<file path="config.mk">
export PLATFORM = sky130hd
export DESIGN_NAME = seq_alu
export DESIGN_NICKNAME = d
export VERILOG_FILES = /design/src/rtl/seq_alu.sv
export SDC_FILE = /design/constraint.sdc
export NUM_CORES = 1
export LEC_CHECK = 0
export BUFFER_PORTS_ARGS = -buffer_cell sky130_fd_sc_hd__buf_2
export CORE_UTILIZATION = 40
export CTS_BUF_LIST = sky130_fd_sc_hd__clkbuf_4
export CTS_CLUSTER_DIAMETER = 200
export DETAILED_ROUTE_END_ITERATION = 10
export PLACE_DENSITY_LB_ADDON = 0.05
export SLEW_MARGIN = 10
export SYNTH_ARGS = -nofsm -noshare
export SYNTH_HDL_FRONTEND = slang
export SYNTH_SLANG_ARGS = --single-unit
</file>
<file path="constraint.sdc">
create_clock -name clk -period 4.2 [get_ports clk]
set_input_delay 0.84 -clock clk [delete_from_list [all_inputs] [get_ports clk]]
set_output_delay 0.84 -clock clk [all_outputs]
set_load 0.02 [all_outputs]
</file>
<file path="src/rtl/seq_alu.sv">
// -----------------------------------------------------------------------------
// seq_alu
//   Sequential ALU. Non-shift operations complete one cycle after start.
//   Shifts by a non-zero amount are performed bit-serially, one bit per clock,
//   so a shift by N completes N+1 cycles after start.
//
// Parameters
//   XLEN        operand / result width (default 32)
//
// Ports
//   clk         rising-edge clock
//   reset       asynchronous, active-high reset
//   start       request to begin an operation (ignored while busy)
//   ALUControl  operation code, sampled with start
//   SrcA, SrcB  operands, sampled with start (shift amount = SrcB[4:0])
//   busy        high while a shift is in progress
//   done        one-cycle pulse: ALUResult / Zero / illegal are valid
//   ALUResult   registered result, held until the next completion
//   Zero        registered (ALUResult == 0)
//   illegal     registered; set with done when the code was unsupported
// -----------------------------------------------------------------------------
module seq_alu #(
   parameter int unsigned XLEN = 32
) (
   input  logic            clk,
   input  logic            reset,
   input  logic            start,
   input  logic [3:0]      ALUControl,
   input  logic [XLEN-1:0] SrcA,
   input  logic [XLEN-1:0] SrcB,
   output logic            busy,
   output logic            done,
   output logic [XLEN-1:0] ALUResult,
   output logic            Zero,
   output logic            illegal
);

   typedef enum logic [1:0] {
      IDLE  = 2'd0,
      SHIFT = 2'd1,
      DONE  = 2'd2
   } state_t;

   typedef enum logic [1:0] {
      SH_SLL = 2'd0,
      SH_SRL = 2'd1,
      SH_SRA = 2'd2
   } shkind_t;

   state_t            state_q;
   shkind_t           kind_q;
   logic [XLEN-1:0]   work_q;
   logic [4:0]        cnt_q;
   logic [XLEN-1:0]   result_q;
   logic              zero_q;
   logic              illegal_q;

   // Decode of the incoming request
   logic [XLEN-1:0]   op_res;
   logic              op_illegal;
   logic              op_shift;
   shkind_t           op_kind;
   logic [4:0]        shamt;

   // One-bit step of the working register
   logic [XLEN-1:0]   work_d;

   assign shamt = SrcB[4:0];

   always_comb begin
      op_res     = '0;
      op_illegal = 1'b0;
      op_shift   = 1'b0;
      op_kind    = SH_SLL;
      case (ALUControl)
         4'b0000: op_res = SrcA + SrcB;
         4'b0001: op_res = SrcA - SrcB;
         4'b0010: op_res = SrcA & SrcB;
         4'b0011: op_res = SrcA | SrcB;
         4'b0100: begin op_shift = 1'b1; op_kind = SH_SLL; op_res = SrcA; end
         4'b0101: op_res = {{(XLEN-1){1'b0}}, ($signed(SrcA) < $signed(SrcB))};
         4'b0110: begin op_shift = 1'b1; op_kind = SH_SRL; op_res = SrcA; end
         4'b0111: op_res = SrcA ^ SrcB;
         4'b1000: begin op_shift = 1'b1; op_kind = SH_SRA; op_res = SrcA; end
         4'b1001: op_res = {{(XLEN-1){1'b0}}, (SrcA < SrcB)};
         default: op_illegal = 1'b1;
      endcase
   end

   always_comb begin
      work_d = work_q;
      case (kind_q)
         SH_SLL:  work_d = {work_q[XLEN-2:0], 1'b0};
         SH_SRL:  work_d = {1'b0, work_q[XLEN-1:1]};
         SH_SRA:  work_d = {work_q[XLEN-1], work_q[XLEN-1:1]};
         default: work_d = work_q;
      endcase
   end

   always_ff @(posedge clk or posedge reset) begin
      if (reset) begin
         state_q   <= IDLE;
         kind_q    <= SH_SLL;
         work_q    <= '0;
         cnt_q     <= '0;
         result_q  <= '0;
         zero_q    <= 1'b1;
         illegal_q <= 1'b0;
      end else begin
         case (state_q)
            IDLE, DONE: begin
               if (start) begin
                  if (op_shift && (shamt != 5'd0)) begin
                     work_q  <= SrcA;
                     cnt_q   <= shamt;
                     kind_q  <= op_kind;
                     state_q <= SHIFT;
                  end else begin
                     // Non-shift, zero-length shift and unsupported codes all
                     // complete on the accepting edge.
                     result_q  <= op_res;
                     zero_q    <= (op_res == '0);
                     illegal_q <= op_illegal;
                     state_q   <= DONE;
                  end
               end else begin
                  state_q <= IDLE;
               end
            end
            SHIFT: begin
               work_q <= work_d;
               cnt_q  <= cnt_q - 5'd1;
               // Last step: publish the shifted value directly so the result
               // lands on the same edge the counter reaches zero.
               if (cnt_q == 5'd1) begin
                  result_q  <= work_d;
                  zero_q    <= (work_d == '0);
                  illegal_q <= 1'b0;
                  state_q   <= DONE;
               end
            end
            default: state_q <= IDLE;
         endcase
      end
   end

   assign busy      = (state_q == SHIFT);
   assign done      = (state_q == DONE);
   assign ALUResult = result_q;
   assign Zero      = zero_q;
   assign illegal   = illegal_q;

endmodule

</file>
==> results.cfg, run 1 <==
[yosys]
ys_top_cells_by_area = dfrtp_1 (19%), ha_1 (15%), o21ai_0 (6.3%), nand2_1 (5.3%), nor2_1 (4.6%)
synth_cell_types = 83
synth_ff_type = dfrtp_1
synth_compound_area_frac = 0.332
synthMostInstantiatedCell = nand2_1
synth_top_family_by_area = compound AO/OA/AOI/OAI gates
yosysWarnings = 0
synth_seq_cells = 75
avgSynthCellArea_um2 = 7.27
synth_edf_count = 0
yosys.area_share.xor_xnor = 0.0246
ys_seq_area_frac = 0.196
synthSimpleGateAreaFrac = 0.202
yosysTopAreaCell = dfrtp_1
mappedNetlistArea_um2 = 9610
synth_common_cells = nand2_1 (135), o21ai_0 (120), nor2_1 (117)
synth_top_area_share = 0.193
synthCells = 1322
synthArstFlopShare = 1.00
synth_nets = 1510
synthAdderAreaFrac = 0.154
synthMuxAreaShare = 0.0119

[power]
p_int_uw = 2350
pwr-share-seq = 0.303
leakage_uw = 0.00635
powerDensity_nw_per_um2 = 319
power_frac_clock = 0.135
p_comb_frac = 0.562
switchingPower_uw = 1890
switching_share = 0.445
max-vdd-ir-drop_v = 0.000261

[setup_path]
arrival_ps = 4510
cp-start-kind = input pin
crit_chain = buf_2, inv_2, ha_4, or4_4, nand2b_4, a21oi_4, nor4b_4, a21oi_4, a41oi_2, or4b_4, a31o_1, or3_1, or4_1, or3_1, o31ai_2
crit_required_ps = 4550
critPathMaxFanout = 2
cp.buffers_inverters = 2
cp-end-kind = register
cp_top_family = simple AND/OR/NAND/NOR gates
cp_slowest_cell = or4_4
worstSetupPathType = in2reg
cp_slowest_stage_delay_ps = 550

[clock_tree]
clkLatencyLatePin_ps = 440
root_buffer = clkbuf_4
cts.sinks = 75
clockBufferDepth = 2
tritoncts = done
clkTransAtPathRegs_ps = 120
cts_hold_buf = 0
cts-buffers-inserted = 9
h-tree-depth = 3

[drt]
totalWireLength_mm = 38.7
drt_iter0_drc = 868
viasPerCell = 5.65
drcViolationCount = 0
first_pass_iters = 5
num_vias = 11300
antenna_left = 0
routedWlPerCell_um = 19.3

[sta]
hold_viol = 0
layout_setup_ws_ps = 36.3
max_freq_mhz = 240
rsz0062_at_grt = true
tightest_slew_ps = 909
period_minus_slack_ps = 4160
finClkSkew_ps = 17.6
setup_violations = 0
relSlewSlack = 0.394
slew_violations = 0
min_period_over_period = 0.991

[die]
die_x_um = 157
core_area_um2 = 23500
dieHeight_um = 157
rows = 56
start_util = 0.408
die_area_um2 = 24600
io_pins = 107

[global_routing]
grt_pass1_wl_mm = 59.7
globalRouteTotalUtil = 0.316
antenna_found_initial = 1
grt_pass1_vias = 10700
grt_max_degree = 85
gr-total-overflow = 0

[finish]
layout-drive-gt1-share = 0.323
seqCellArea_um2 = 1880
area_growth_pct = 38.4
n_fill_cell = 2339
final_net_count = 1869
fin_util = 0.565
multiInputGateArea_um2 = 7320

[placed_design]
preCtsSetupSlack_ps = -702
place.port_buffers = 106
dpl.hpwl_mm = 31.0
gp_congestion = 0.998

[hold_path]
hold_path.class = reg2reg

[job]
drv_cap = 0

[status]
status = finished clean
==> area by class of cell <==
| class | instances | share of cell area |
|---|---|---|
| antenna | 1 | 0.000188 |
| clock buffer | 9 | 0.00508 |
| clock inverter | 7 | 0.00875 |
| inverter | 105 | 0.0299 |
| multi-input combinational | 1048 | 0.551 |
| sequential | 75 | 0.141 |
| tap | 319 | 0.0300 |
| timing repair buffer | 442 | 0.234 |
==> state kept, by name, summed over array words and instances, names as in the netlist <==
name       cells
ALUResult     32
Zero           1
cnt_q          5
illegal        1
kind_q         2
state_q        2
work_q        32
==> cell usage in the layout, fill, tap and decap left out, types with 33 or more instances in the layout <==
master and n:
a21oi_1 79, nand2b_1 33, dfrtp_1 73, inv_1 86, nand2_1 135, nor2_1 116, a31oi_1 42, ha_1 102
o21ai_0 115, buf_4 333, buf_2 101
==> stage by stage <==
stage / setup TNS, ps / cell area, um2 / power, uW / hold WS (ps) / instances
finish: 0 / 13300 / 4250 / 473 / 2006
CTS: -45.2 / 13100 / 4200 / 479 / 2003
detailed placement: -2420 / 12700 / 3580 / 451 / 1978
global placement: -2200 / 12700 / 3560 / 444 / 1978
floorplan: -217 / 9610 / 2600 / 482 / 1322
global route: -136 / 13300 / 4540 / 514 / 2006
==> power groups by stage <==
stage | clock, uW | sequential [uW] | combinational (uW)
final | 572 | 1290 | 2390
after floorplan | 0 | 1350 | 1250
after global placement | 0 | 1290 | 2270
after global routing | 613 | 1320 | 2610
after detailed placement | 0 | 1290 | 2290
after CTS | 580 | 1280 | 2340
==> path summary, 6_finish.rpt <==
check / to / depth (start not counted) / from / slack (ps)
min reg2reg: illegal$_DFFE_PP0P_ / 2 / illegal$_DFFE_PP0P_ / 470
max: Zero$_DFFE_PP1P_ / 15 / SrcB[10] / 40
max reg2reg: Zero$_DFFE_PP1P_ / 12 / cnt_q[1]$_DFFE_PP0P_ / 460
min: illegal$_DFFE_PP0P_ / 2 / illegal$_DFFE_PP0P_ / 470
max in group asynchronous: Zero$_DFFE_PP1P_ / 3 / reset / 2740
min in group asynchronous: cnt_q[1]$_DFFE_PP0P_ / 2 / reset / 540
==> worst register-to-register path, delay by kind of cell (launching register included) <==
family,cells,cell delay (ps)
AOI/OAI and AO/OA,2,420
adders and majority gates,1,140
buffers and inverters,1,100
DFF,1,410
and+or+nand+nor,8,2590
==> routing by layer <==
metal | GRT usage | part of all wire | wire, um | up-vias
li1 | - | - | - | 5509
met2 | 0.505 | 0.45 | 17500 | 424
met4 | 0.0784 | 0.017 | 662 | 0
met1 | 0.454 | 0.47 | 18100 | 5365
met3 | 0.0264 | 0.064 | 2500 | 40
met5 | 0 | 0 | 0 | -
==> what timing repair did <==
item	in CTS	in global routing
gates resized for setup	52	27
setup endpoints to repair	1	4
setup buffers	9	2
pin swaps	31	16
hold endpoints to repair	0	0
cloned	0	0
==> logic make-up (layout without fill, tap and decap cells) <==
kind of cell	count (synthesis)	in the layout
other cells	0	1
flops	75	75
simple gates	412	412
mux	11	11
buf+inv	199	563
fa+ha+maj	117	117
xor+xnor	27	27
compound gates	481	481
Power figures use the tool's default switching activity.
==> run 2, diff against run 1 <==
--- a/config.mk
+++ b/config.mk
@@ -5,6 +5,7 @@
 export SDC_FILE = /design/constraint.sdc
 export NUM_CORES = 1
 export LEC_CHECK = 0
+export ABC_AREA = 1
 export BUFFER_PORTS_ARGS = -buffer_cell sky130_fd_sc_hd__buf_2
 export CORE_UTILIZATION = 40
 export CTS_BUF_LIST = sky130_fd_sc_hd__clkbuf_4
==> results.cfg, run 2 <==
[drt]
top_layer = met5
met2_length_mm = 19.5
drcViolationCount = 8
first_pass_iters = 8
drt_iter0_drc = 1339
viasPerCell = 5.49
met1_length_mm = 21.3
antenna_left = 0
totalWireLength_mm = 45.3
routedWlPerCell_um = 19.9
num_vias = 12500
wl_met3_mm = 3.71

[die]
die_x_um = 166
rows = 59
dieHeight_um = 166
core_area_um2 = 26300
die_area_um2 = 27700
io_pins = 107
start_util = 0.412

[setup_path]
crit_required_ps = 4600
r2r_end = Zero$_DFFE_PP1P_
cp_slowest_stage_delay_ps = 600
crit_chain = buf_2, inv_1, ha_1, o21ai_0, a21oi_1, nand2_1, a21oi_1, nand3_1, nand3_1, nand2_1, nand3b_1, nor2_1, nand2_1, a21oi_2
r2r_slack_ps = 1250
cp-start-kind = input pin
cp_slowest_cell = ha_1
reg2reg_depth = 9
cp-end-kind = register
r2r_start = kind_q[1]$_DFFE_PP0P_
crit_top_cell = nand2_1
arrival_ps = 3620
worstSetupPathType = in2reg
critPathMaxFanout = 10

[clock_tree]
cts-buffers-inserted = 9
cts.sinks = 75
cts_resized = 0
cts_setup_buffers = 0
cts_hold_buf = 0
root_buffer = clkbuf_4
clkLatencyLatePin_ps = 460
clockBufferDepth = 2
clkTransAtPathRegs_ps = 130
h-tree-depth = 3
tritoncts = done

[finish]
layout-drive-gt1-share = 0.0846
multiInputGateArea_um2 = 7310
area_growth_pct = 8.94
seqCellArea_um2 = 1880
final_net_count = 2121
final_cell_mix = nand2_1 (567), inv_1 (336), nor2_1 (198), nand3_1 (157), ha_1 (115)
final_common_cell = nand2_1
n_fill_cell = 2966

[yosys]
yosysTopAreaCell = nand2_1
synth_nets = 2053
synth_cell_types = 44
synthMostInstantiatedCell = nand2_1
synth_ff_type = dfrtp_1
synth_edf_count = 0
synth_common_cells = nand2_1 (568), inv_1 (338), nor2_1 (198)
ys_seq_area_frac = 0.174
synth_seq_cells = 75
mappedNetlistArea_um2 = 10800
ys_top_cells_by_area = nand2_1 (20%), dfrtp_1 (17%), ha_1 (13%), inv_1 (12%), nand3_1 (7.3%)
avgSynthCellArea_um2 = 5.80
synth_top_area_share = 0.197
yosysWarnings = 0
synthArstFlopShare = 1.00
synthCells = 1865

[power]
powerDensity_nw_per_um2 = 334
leakage_uw = 0.00652
pwr-share-seq = 0.300
max-vdd-ir-drop_v = 0.000189
p_int_uw = 1960
p_comb_frac = 0.566
switching_share = 0.502
power_frac_clock = 0.134
switchingPower_uw = 1980

[sta]
finClkSkew_ps = 21.9
timing.hold.ws_ps = 533
setup_violations = 0
min_period_over_period = 0.766
max_freq_mhz = 311
rsz0062_at_grt = false
relSlewSlack = 0.276
tightest_slew_ps = 1090
finalSetupTns_ps = 0
hold_viol = 0
period_minus_slack_ps = 3220
slew_violations = 0

[placed_design]
place.port_buffers = 106
gp_congestion = 0.970
dpl.hpwl_mm = 37.1

[hold_path]
hold_depth = 2
hp-start = illegal$_DFFE_PP0P_
holdPathEnd = illegal$_DFFE_PP0P_
hold_path.class = reg2reg

[status]
status = finished with violations
violations = DRC

[global_routing]
antenna_found_initial = 2
grt_pass1_wl_mm = 69.2
globalRouteTotalUtil = 0.328
gr-total-overflow = 0
grt_pass1_vias = 11600
grt_max_degree = 67

[job]
drv_cap = 0
[run 2: changes by cell type after synthesis, sizes merged, moves of 31 or more]
cell,previous run,this run
o221ai,2,37
nor2,117,203
o21ai,126,53
nand3,31,157
nand2,135,569
inv,103,344
nand2b,35,0
o31ai,31,0
clkbuf,75,29
[run 2: power by group through the flow]
stage / logic, uW / clock network, uW / registers, uW
finish: 2230 / 530 / 1180
global route: 2460 / 571 / 1210
CTS: 2200 / 536 / 1180
detailed placement: 2190 / 0 / 1190
global placement: 2190 / 0 / 1180
floorplan: 1360 / 0 / 1300
[run 2: worst max-delay path, delay by kind of cell]
family / cells / cell delay [ps]
and+or+nand+nor: 7 / 780
buffers and inverters: 2 / 270
AOI/OAI and AO/OA: 4 / 1110
adders and majority gates: 1 / 600
[run 2: per-layer routing]
layer  up-vias  global-route usage
met3        51              0.0490
met5         -                   0
li1       6135                   -
met4         2              0.0817
met1      5813               0.474
met2       479               0.506
[run 2: layout make-up]
class	instances	share of cell area
tap	335	0.0356
inverter	344	0.110
sequential	75	0.159
antenna	1	0.000212
timing repair buffer	127	0.0605
clock buffer	9	0.00573
clock inverter	7	0.00860
multi-input combinational	1376	0.621
[run 2: worst max-delay path by stage]
| stage | startpoint | to | slack [ps] | cells after the start |
|---|---|---|---|---|
| global route | SrcA[21] | Zero$_DFFE_PP1P_ | 830 | 16 |
| finish | SrcA[21] | Zero$_DFFE_PP1P_ | 980 | 14 |
| global placement | SrcA[21] | Zero$_DFFE_PP1P_ | 520 | 14 |
| detailed placement | SrcA[21] | Zero$_DFFE_PP1P_ | 560 | 14 |
| CTS | SrcA[21] | Zero$_DFFE_PP1P_ | 1040 | 14 |
| floorplan | SrcA[0] | Zero$_DFFE_PP1P_ | 1440 | 20 |
[run 2: stage by stage]
stage               cell area (um2)   util  setup slack [ps]  std cells  total power (uW)
floorplan                     10800      -              1440       1865              2660
global placement              11600  0.442               520       2257              3370
detailed placement            11600  0.442               560       2257              3380
CTS                           11800  0.448              1040       2273              3920
global route                  11800  0.449               828       2274              4250
finish                        11800  0.449               982       2274              3940
[run 2: cells by family (layout without fill, tap and decap cells)]
logic type / count (synthesis) / after routing / synth area share
buffers and inverters: 414 / 487 / 0.151
AO/OA/AOI/OAI: 276 / 276 / 0.166
other: 0 / 1 / 0
adder cells (fa/ha/maj): 117 / 117 / 0.137
AND/OR/NAND/NOR: 981 / 981 / 0.372
flip-flops: 75 / 75 / 0.174
XOR/XNOR: 2 / 2 / 0.00162
